File: src/rtl/pifo_argsel_tree.sv
// Pipelined arg-max/arg-min over REG_WIDTH PIFO slots; latency log2(REG_WIDTH) cycles, one beat/cycle.
// Global stall: every stage holds while out_valid & !out_ready. PIFO_ARGSEL_MODE_PORT_EN adds per-beat mode_in.
module pifo_argsel_tree #(
  parameter int REG_WIDTH  = 8,
  parameter int IDX_WIDTH  = 3,
  parameter int DATA_WIDTH = 16,
  parameter int MODE       = 0
) (
  input  logic                            axis_aclk,
  input  logic                            axis_resetn,
  input  logic [REG_WIDTH*DATA_WIDTH-1:0] data_in,
  input  logic [REG_WIDTH*IDX_WIDTH-1:0]  idx_in,
  input  logic [REG_WIDTH-1:0]            vld_in,
  input  logic                            in_valid,
  output logic                            in_ready,
  output logic [DATA_WIDTH-1:0]           sel_data,
  output logic [IDX_WIDTH-1:0]            sel_idx,
  output logic                            sel_vld,
  output logic                            out_valid,
  input  logic                            out_ready
`ifdef PIFO_ARGSEL_MODE_PORT_EN
  ,
  input  logic                            mode_in
`endif
);

  localparam int S     = $clog2(REG_WIDTH);
  localparam int NODES = REG_WIDTH - 1;

  typedef struct packed {
    logic                  vld;
    logic [IDX_WIDTH-1:0]  idx;
    logic [DATA_WIDTH-1:0] data;
  } slot_t;

  function automatic slot_t pick(slot_t l, slot_t r, logic min_mode);
    slot_t res;
    logic  r_wins;
    res    = '0;
    // Strict compare so equal ranks keep the left (lower) slot.
    r_wins = min_mode ? (r.data < l.data) : (r.data > l.data);
    if (l.vld && r.vld) res = r_wins ? r : l;
    else if (l.vld)     res = l;
    else if (r.vld)     res = r;
    return res;
  endfunction

  // Heap-ordered tree: node 0 is the root, children of n are 2n+1/2n+2; leaves are the raw slots.
  slot_t        leaf     [REG_WIDTH];
  slot_t        node_q   [NODES];
  slot_t        node_nxt [NODES];
  logic [S-1:0] stg_vld;
  logic [S-1:0] vld_nxt;
  logic [S-1:0] stage_mode;
  logic         advance;

  assign advance   = !out_valid || out_ready;
  assign in_ready  = advance;
  assign out_valid = stg_vld[S-1];
  assign sel_data  = node_q[0].data;
  assign sel_idx   = node_q[0].idx;
  assign sel_vld   = node_q[0].vld;

  for (genvar k = 0; k < REG_WIDTH; k++) begin : g_leaf
    assign leaf[k] = {vld_in[k], idx_in[k*IDX_WIDTH +: IDX_WIDTH], data_in[k*DATA_WIDTH +: DATA_WIDTH]};
  end

  for (genvar s = 0; s < S; s++) begin : g_vld
    if (s == 0) begin : g_first
      assign vld_nxt[s] = in_valid;
    end else begin : g_rest
      assign vld_nxt[s] = stg_vld[s-1];
    end
  end

`ifdef PIFO_ARGSEL_MODE_PORT_EN
  logic [S-1:0] mode_q;

  for (genvar s = 0; s < S; s++) begin : g_mode
    if (s == 0) begin : g_first
      assign stage_mode[s] = mode_in;
    end else begin : g_rest
      assign stage_mode[s] = mode_q[s-1];
    end
  end

  always_ff @(posedge axis_aclk or negedge axis_resetn) begin
    if (!axis_resetn) begin
      mode_q <= '0;
    end else if (advance) begin
      mode_q <= stage_mode;
    end
  end
`else
  assign stage_mode = {S{MODE != 0}};
`endif

  for (genvar i = 0; i < NODES; i++) begin : g_node
    localparam int DEPTH = $clog2(i + 2) - 1;
    localparam int STG   = S - 1 - DEPTH;
    localparam int LC    = 2 * i + 1;
    localparam int RC    = 2 * i + 2;
    slot_t lft;
    slot_t rgt;
    if (LC >= NODES) begin : g_from_leaf
      assign lft = leaf[LC-NODES];
      assign rgt = leaf[RC-NODES];
    end else begin : g_from_node
      assign lft = node_q[LC];
      assign rgt = node_q[RC];
    end
    assign node_nxt[i] = pick(lft, rgt, stage_mode[STG]);
  end

  always_ff @(posedge axis_aclk or negedge axis_resetn) begin
    if (!axis_resetn) begin
      node_q  <= '{default: '0};
      stg_vld <= '0;
    end else if (advance) begin
      node_q  <= node_nxt;
      stg_vld <= vld_nxt;
    end
  end

endmodule
File: config.mk
export PLATFORM = sky130hd
export DESIGN_NAME = pifo_argsel_tree
export DESIGN_NICKNAME = d
export VERILOG_FILES = /design/src/rtl/pifo_argsel_tree.sv
export SDC_FILE = /design/constraint.sdc
export NUM_CORES = 1
export LEC_CHECK = 0
export CAP_MARGIN = 20
export CELL_PAD_IN_SITES_DETAIL_PLACEMENT = 1
export CELL_PAD_IN_SITES_GLOBAL_PLACEMENT = 2
export CORE_UTILIZATION = 36
export DETAILED_ROUTE_END_ITERATION = 8
export GPL_TIMING_DRIVEN = 0
export PLACE_DENSITY = 0.95
export SLEW_MARGIN = 10
export SYNTH_ARGS = -nofsm -noshare
export SYNTH_HDL_FRONTEND = slang
export SYNTH_SLANG_ARGS = --single-unit
File: constraint.sdc
create_clock -name axis_aclk -period 5 [get_ports axis_aclk]
set_clock_uncertainty 0.1 [all_clocks]
set_input_delay 1.5 -clock axis_aclk [delete_from_list [all_inputs] [get_ports axis_aclk]]
set_output_delay 1.5 -clock axis_aclk [all_outputs]
set_load 0.05 [all_outputs]
Word-level counts from Yosys, hierarchy flattened
Index checks and enable logic that the tools add are counted.
- bits in registers: 143
- input port bits: 164
- word-level logic and storage cells: 66
- $lt $le $gt $ge: 7
- mux-type cells: 28
- reduce and logical (&&, ||, !) cells: 9
- operator list (kind ; count):
    20-bit two-way mux ; 28
    16-bit > comparator ; 7
    1-bit logical AND ; 7
    1-bit zero test ; 1
    1-bit logical OR ; 1

Depth between registers and ports, before layout
Gate-level depths: netlist (run 1).
- depth in word-level cells: 3
- gate-level depth with buffers: 10
- depth with buffers taken out: 8

Worst setup path before layout (run 1)
No wires, ideal clock.
- path kind: input port to output port
- from: in out_ready
- to: out in_ready
- arrival time: 2649 ps
- setup slack: 751 ps
- stages: 6
- path through: nor2b_1 > inv_1 > buf_2 > clkbuf_1 > clkbuf_1 > buf_2
- word-level cells in the longest chain between the ends: 1
- ends and longest elaborated chain (item ; RTL line ; source):
    start, declared ; 20 ; input logic out_ready
    1-bit logical OR ; 57 ; assign advance = !out_valid || out_ready;
    end, declared ; 15 ; output logic in_ready,
No other way between the ends.

Worst setup path in the final report (run 1)
Ends and elaborated chain as after synthesis.

==> impl_metrics.yaml, run 1 <==
status:
  status: "complete, no violations"
grt:
  antenna_found_initial: 0
  grt_pass1_vias: 14750
  grt_pass1_wl_um: 80590
  grt_max_degree: 87
  grt.total_usage: 0.2772
  overflow: 0
sta:
  worst_pin_slew_ns: 0.9849
  fmax_ghz: 0.2034
  setup_viol: 0
  fin_tns_setup_ns: 0
  finalCritPeriodShare: 0.9834
  fin_crit_ns: 4.917
  max_slew_margin: 0.3405
  drv_slew: 0
  rsz0062_at_grt: "false"
  hold_violations: 0
  setup_ws_ns: 0.08303
floorplan:
  dieArea_sq_mm: 0.03698
  ios: 186
  start_util: 0.3665
  rows: 69
  die_width_um: 192.3
  die_y_um: 192.3
  core_area_sq_mm: 0.03557
logic_synthesis:
  synthesis.nets: 1861
  synthArstFlopShare: 1.000
  synthAdderAreaFrac: 0.1075
  synth_xor_area_frac: 0
  synth_warnings: 0
  synthSimpleGateAreaFrac: 0.2573
  syn_area_per_cell_sq_um: 8.225
  synth_top_family_by_area: "simple AND/OR/NAND/NOR gates"
  ys_ff_latch: 143
  synthMuxAreaShare: 0.03359
  ys_seq_area_frac: 0.2745
  synth_area_sq_mm: 0.01304
  synth_compound_area_frac: 0.2544
  ys.flop_type: "dfrtp_1"
  yosysUniqueCellTypes: 41
  synth_edf_count: 0
  syn_inst: 1585
power_and_ir_drop:
  finalPower_mw: 7.505
  p_sw_mw: 3.681
  combinationalPowerShare: 0.537
  clockPowerShare: 0.166
  internal_power_mw: 3.823
  pwr-share-seq: 0.297
  p_sw_frac: 0.4905
  powerDensity_mw_per_mm2: 467.6
  vdd_drop_max_v: 0.0003133
  leakage_nw: 6.774
final_layout:
  drive_gt1_frac: 0.06718
  fin_area_sq_mm: 0.01605
  nets: 2064
  syn2layout_area_growth_pct: 23.12
  n_antenna_cell: 0
setup_path:
  critPathLaunch: "out_ready"
  worstPathRequired_ns: 3.40
  crit_arrival_ns: 3.32
  end_kind: "primary output"
  regToRegStartpoint: "g_node[1].rgt[7]"
  crit_path_start_kind: "input pin"
  path_max_fanout: 28
  reg2reg_depth: 8
  critPathKind: "in -> out"
worst_hold_path:
  hp-class: "reg -> reg"
  hp-start: "stg_vld[0]"
  holdPathStages: 2
placement:
  placed_area_sq_mm: 0.01550
  io_buffers: 185
  place_hpwl_um: 38610
  gp_congestion: 0.8428
  pre_cts_ws_ns: -1.480
detailed_routing:
  viasPerCell: 6.274
  vias: 14190
  finalWirelength_um: 50780
  drt_pre_antenna_iters: 6
  final_antenna_net_count: 0
  drcViolationCount: 0
  wl_met3_um: 3025
  wl_met1_um: 22920
  route.met2.wl_um: 23740
  drt-initial-drc-count: 1180
  top_layer_used: "met4"
  wl_per_cell_um: 22.45
clock_network:
  h-tree-depth: 4
  clkTransAtPathRegs_ns: 0.07
  cts_hold_buf: 0
  cts_tree: "yes"
  cts.path.max_buffers: 2
  clockRootBuffer: "clkbuf_16"
  worstSkewPairLatency_ns: 0.44
  numCtsBuffers: 17
  cts.sinks: 143
run:
  maxCapViolCount: 0
## timing repair
action	4_1_cts	5_1_grt
setup buffers	0	0
resized for setup	6	0
setup endpoints to repair	1	0
## sequential cells by signal, indices dropped and copies added (netlist names)
name        count
g_node.lft     60
g_node.rgt     60
sel_data       16
sel_idx         3
stg_vld         3
sel_vld         1
## cells in the final DEF, fill, tap and decap left out, types with 5 or more instances in the layout
cell type / count
nand3_1: 189
clkdlybuf4s50_1: 183
nand2_1: 179
dfrtp_1: 143
inv_1: 115
ha_1: 112
a221o_1: 111
clkbuf_1: 88
and3_1: 74
o2111ai_1: 68
o21ai_0: 63
o211ai_1: 58
nand2b_1: 52
a21oi_1: 51
mux2_2: 38
nand4_1: 30
nor2_1: 28
a221oi_1: 27
nor2b_1: 21
buf_2: 18
nand4b_1: 18
clkbuf_16: 17
buf_1: 15
o211ai_2: 11
or3_1: 10
or3_4: 9
and2_1: 7
or4_1: 6
a2111o_1: 6
inv_6: 6
a21o_1: 5
o211a_1: 5
## critical path, cell delays in order
cell             delay, ns
clkdlybuf4s50_1       0.47
nor2b_2               0.08
inv_1                 0.23
buf_6                 0.31
buf_2                 0.30
clkdlybuf4s15_2       0.41
## cell usage after synthesis, types with 9 or more instances
| cell | n | share of area |
|---|---|---|
| nand3_1 | 189 | 0.073 |
| nand2_1 | 179 | 0.052 |
| dfrtp_1 | 143 | 0.27 |
| inv_1 | 115 | 0.033 |
| ha_1 | 112 | 0.11 |
| a221o_1 | 111 | 0.085 |
| clkbuf_1 | 90 | 0.026 |
| and3_1 | 74 | 0.036 |
| o2111ai_1 | 68 | 0.046 |
| o21ai_0 | 63 | 0.024 |
| o211ai_1 | 58 | 0.033 |
| nand2b_1 | 52 | 0.025 |
| a21oi_1 | 51 | 0.020 |
| mux2_2 | 38 | 0.033 |
| nand4_1 | 30 | 0.014 |
| nor2_1 | 28 | 0.0081 |
| a221oi_1 | 27 | 0.018 |
| nor2b_1 | 22 | 0.011 |
| buf_2 | 19 | 0.0073 |
| nand4b_1 | 18 | 0.012 |
| buf_1 | 15 | 0.0043 |
| o211ai_2 | 11 | 0.011 |
| or3_1 | 10 | 0.0048 |
| or3_4 | 9 | 0.0078 |
## area by class of cell
type / instances / area (sq um)
fill: 4306 / 19520
tap: 461 / 576.8
multi-input combinational: 1200 / 8513
clock inverter: 15 / 125.1
timing repair buffer: 186 / 1886
clock buffer: 17 / 425.4
buffer: 125 / 514.2
inverter: 115 / 431.7
sequential: 143 / 3578
## per-layer routing
layer | global-route usage | vias up
met5 | 0 | -
met4 | 0.08207 | 0
met3 | 0.03673 | 76
met2 | 0.4491 | 491
met1 | 0.3823 | 7162
li1 | - | 6462
## worst paths after layout
kind	endpoint	slack, ns
worst max register to register	g_node[0].lft[13]	2.05
max in group asynchronous	g_node[0].rgt[4]	3.03
worst min-delay path	stg_vld[0]	0.37
worst max-delay path	in_ready	0.08
worst min register to register	stg_vld[0]	0.37
min in group asynchronous	g_node[2].rgt[5]	0.88
## per-stage QoR
step,hold WS (ns),instances,util
floorplan,0.3300,1585,-
global placement,0.3436,2231,0.4348
detailed placement,0.3461,2232,0.4357
CTS,0.3777,2262,0.4512
global route,0.4169,2262,0.4512
finish,0.3743,2262,0.4512
## power by group through the flow
stage	Clock (mW)	Combinational, mW	Sequential, mW
finish	1.25	4.03	2.23
global route	1.31	4.43	2.27
CTS	1.26	3.99	2.21
detailed placement	0	3.95	2.23
global placement	0	3.79	2.22
floorplan	0	2.46	2.20
## cells by family after synthesis
family                     Yosys count
and+or+nand+nor                    636
AOI/OAI and AO/OA                  413
buffers and inverters              242
DFF                                143
adders and majority gates          112
muxes                               39
Note: power is estimated with default switching activity, not from simulation.
==> run 2, diff against run 1 <==
Settings changed: CORE_UTILIZATION 36 to 34.
Clock period 5 ns to 5.35 ns, I/O delays scaled along.
==> run 2 against run 1 <==
Compared with the run above:
- first-iteration DRC count decreased by 10%
- combinational power down 7.2%
- global-route usage decreased by 1.5 points
- utilization down 2.2 points
- worst setup slack improved by 0.056 ns
- die area is 5.8% higher
- critical endpoint unchanged
- critical path type unchanged
- final cell count up 2.3%
==> impl_metrics.yaml, run 2 (synthesis gave the netlist of run 1 again) <==
status:
  status: "complete, no violations"
clock_network:
  clkTransAtPathRegs_ns: 0.06
  cts_hold_buf: 0
  post_cts_buffers: 0
  cts_tree: "yes"
  worstSkewPairLatency_ns: 0.45
  cts.sinks: 143
  ctsResizeCount: 4
  h-tree-depth: 4
  numCtsBuffers: 17
  clockRootBuffer: "clkbuf_16"
  cts.path.max_buffers: 2
setup_path:
  regToRegStartpoint: "g_node[2].lft[15]"
  crit_path_start_kind: "input pin"
  crit_arrival_ns: 3.51
  path_max_fanout: 28
  critPathLaunch: "out_ready"
  critPathKind: "in -> out"
  end_kind: "primary output"
  worstPathRequired_ns: 3.65
worst_hold_path:
  hp-start: "stg_vld[0]"
  hp-class: "reg -> reg"
sta:
  drv_slew: 0
  hold_violations: 0
  setup_viol: 0
  fmax_ghz: 0.1919
  hold_ws_ns: 0.3689
  worst_pin_slew_ns: 1.018
  fin_crit_ns: 5.211
  max_slew_margin: 0.3183
  finalCritPeriodShare: 0.9741
  rsz0062_at_grt: "false"
final_layout:
  fin_area_sq_mm: 0.01617
  final_common_cell: "nand3_1"
  drive_gt1_frac: 0.06552
  syn2layout_area_growth_pct: 24.00
  nets: 2064
  final_cell_mix: "nand3_1, clkdlybuf4s50_1, nand2_1"
power_and_ir_drop:
  powerDensity_mw_per_mm2: 441.2
  leakage_nw: 6.812
  vdd_drop_max_v: 0.0002221
grt:
  grt_pass1_vias: 14670
  grt_max_degree: 87
  overflow: 0
  grt.total_usage: 0.2626
  antenna_found_initial: 1
  grt_pass1_wl_um: 81340
detailed_routing:
  vias: 14270
  drt-initial-drc-count: 1061
  final_antenna_net_count: 0
  drt_pre_antenna_iters: 6
  finalWirelength_um: 51360
  viasPerCell: 6.171
  wl_per_cell_um: 22.20
  drcViolationCount: 0
placement:
  place_hpwl_um: 38920
  io_buffers: 185
  placed_area_sq_mm: 0.01556
  gp_congestion: 0.8568
run:
  maxCapViolCount: 0
floorplan:
  ios: 186
  start_util: 0.3461
  rows: 71
  die_width_um: 197.8
  core_area_sq_mm: 0.03767
  die_y_um: 197.8
  dieArea_sq_mm: 0.03913
==> run 2: cell count changes in the layout (fill, tap and decap cells not counted), sizes merged <==
cell / before / now
clkbuf: 105 / 108
diode: 0 / 1
inv: 122 / 117
clkinv: 4 / 7
bufinv: 0 / 3
clkinvlp: 4 / 0
==> run 2: final cells by class <==
| type | count | area, sq um |
|---|---|---|
| Fill cell | 4570 | 21500 |
| Multi-Input combinational cell | 1200 | 8511 |
| Sequential cell | 143 | 3578 |
| Timing Repair Buffer | 186 | 1886 |
| Tap cell | 511 | 639.4 |
| Buffer | 125 | 510.5 |
| Clock buffer | 20 | 446.7 |
| Inverter | 115 | 431.7 |
| Clock inverter | 12 | 160.2 |
| Antenna cell | 1 | 2.502 |
==> run 2: worst max-delay path: stages <==
cell	delay, ns
clkdlybuf4s50_1	0.45
nor2b_1	0.09
inv_1	0.20
buf_4	0.38
buf_2	0.34
clkdlybuf4s15_2	0.42
==> run 2: power by group <==
part | internal (mW) | switching [mW]
clock | 0.751 | 0.534
sequential | 1.50 | 0.605
combinational | 1.46 | 2.28
==> run 2: per-layer routing <==
metal  wire [um]  up-vias  global-route usage
met3        2464       71             0.03100
met5           0        -                   0
met1       23780     7302              0.3637
met2       24100      433              0.4264
met4        1013        0             0.07723
li1            -     6468                   -
==> run 2: path summary, 6_finish.rpt <==
check	cells past startpoint	slack [ns]	endpoint
max	6	0.14	in_ready
min	2	0.37	stg_vld[0]
max reg2reg	7	2.36	g_node[0].rgt[10]
min reg2reg	2	0.37	stg_vld[0]
max in group asynchronous	2	3.31	g_node[1].lft[0]
min in group asynchronous	1	0.97	g_node[2].rgt[9]
==> run 2: metrics by stage <==
step           total power [mW]  utilization  setup TNS, ns  cells  setup slack [ns]
2_1_floorplan             4.356            -              0   1585            0.8910
6_report                  7.133       0.4292              0   2313            0.1385
3_3_place_gp              5.625       0.4122        -558.70   2281            -3.918
4_1_cts                   7.090       0.4291              0   2312            0.1222
3_5_place_dp              5.780       0.4131         -1.250   2282            -1.250
5_1_grt                   7.581       0.4291              0   2312           0.04689
==> run 3, diff against run 2 <==
Settings changed: HOLD_SLACK_MARGIN set to 0.08.
==> results of run 3 <==
Same layout as run 2: the final DEF is identical, and so are final timing and power.
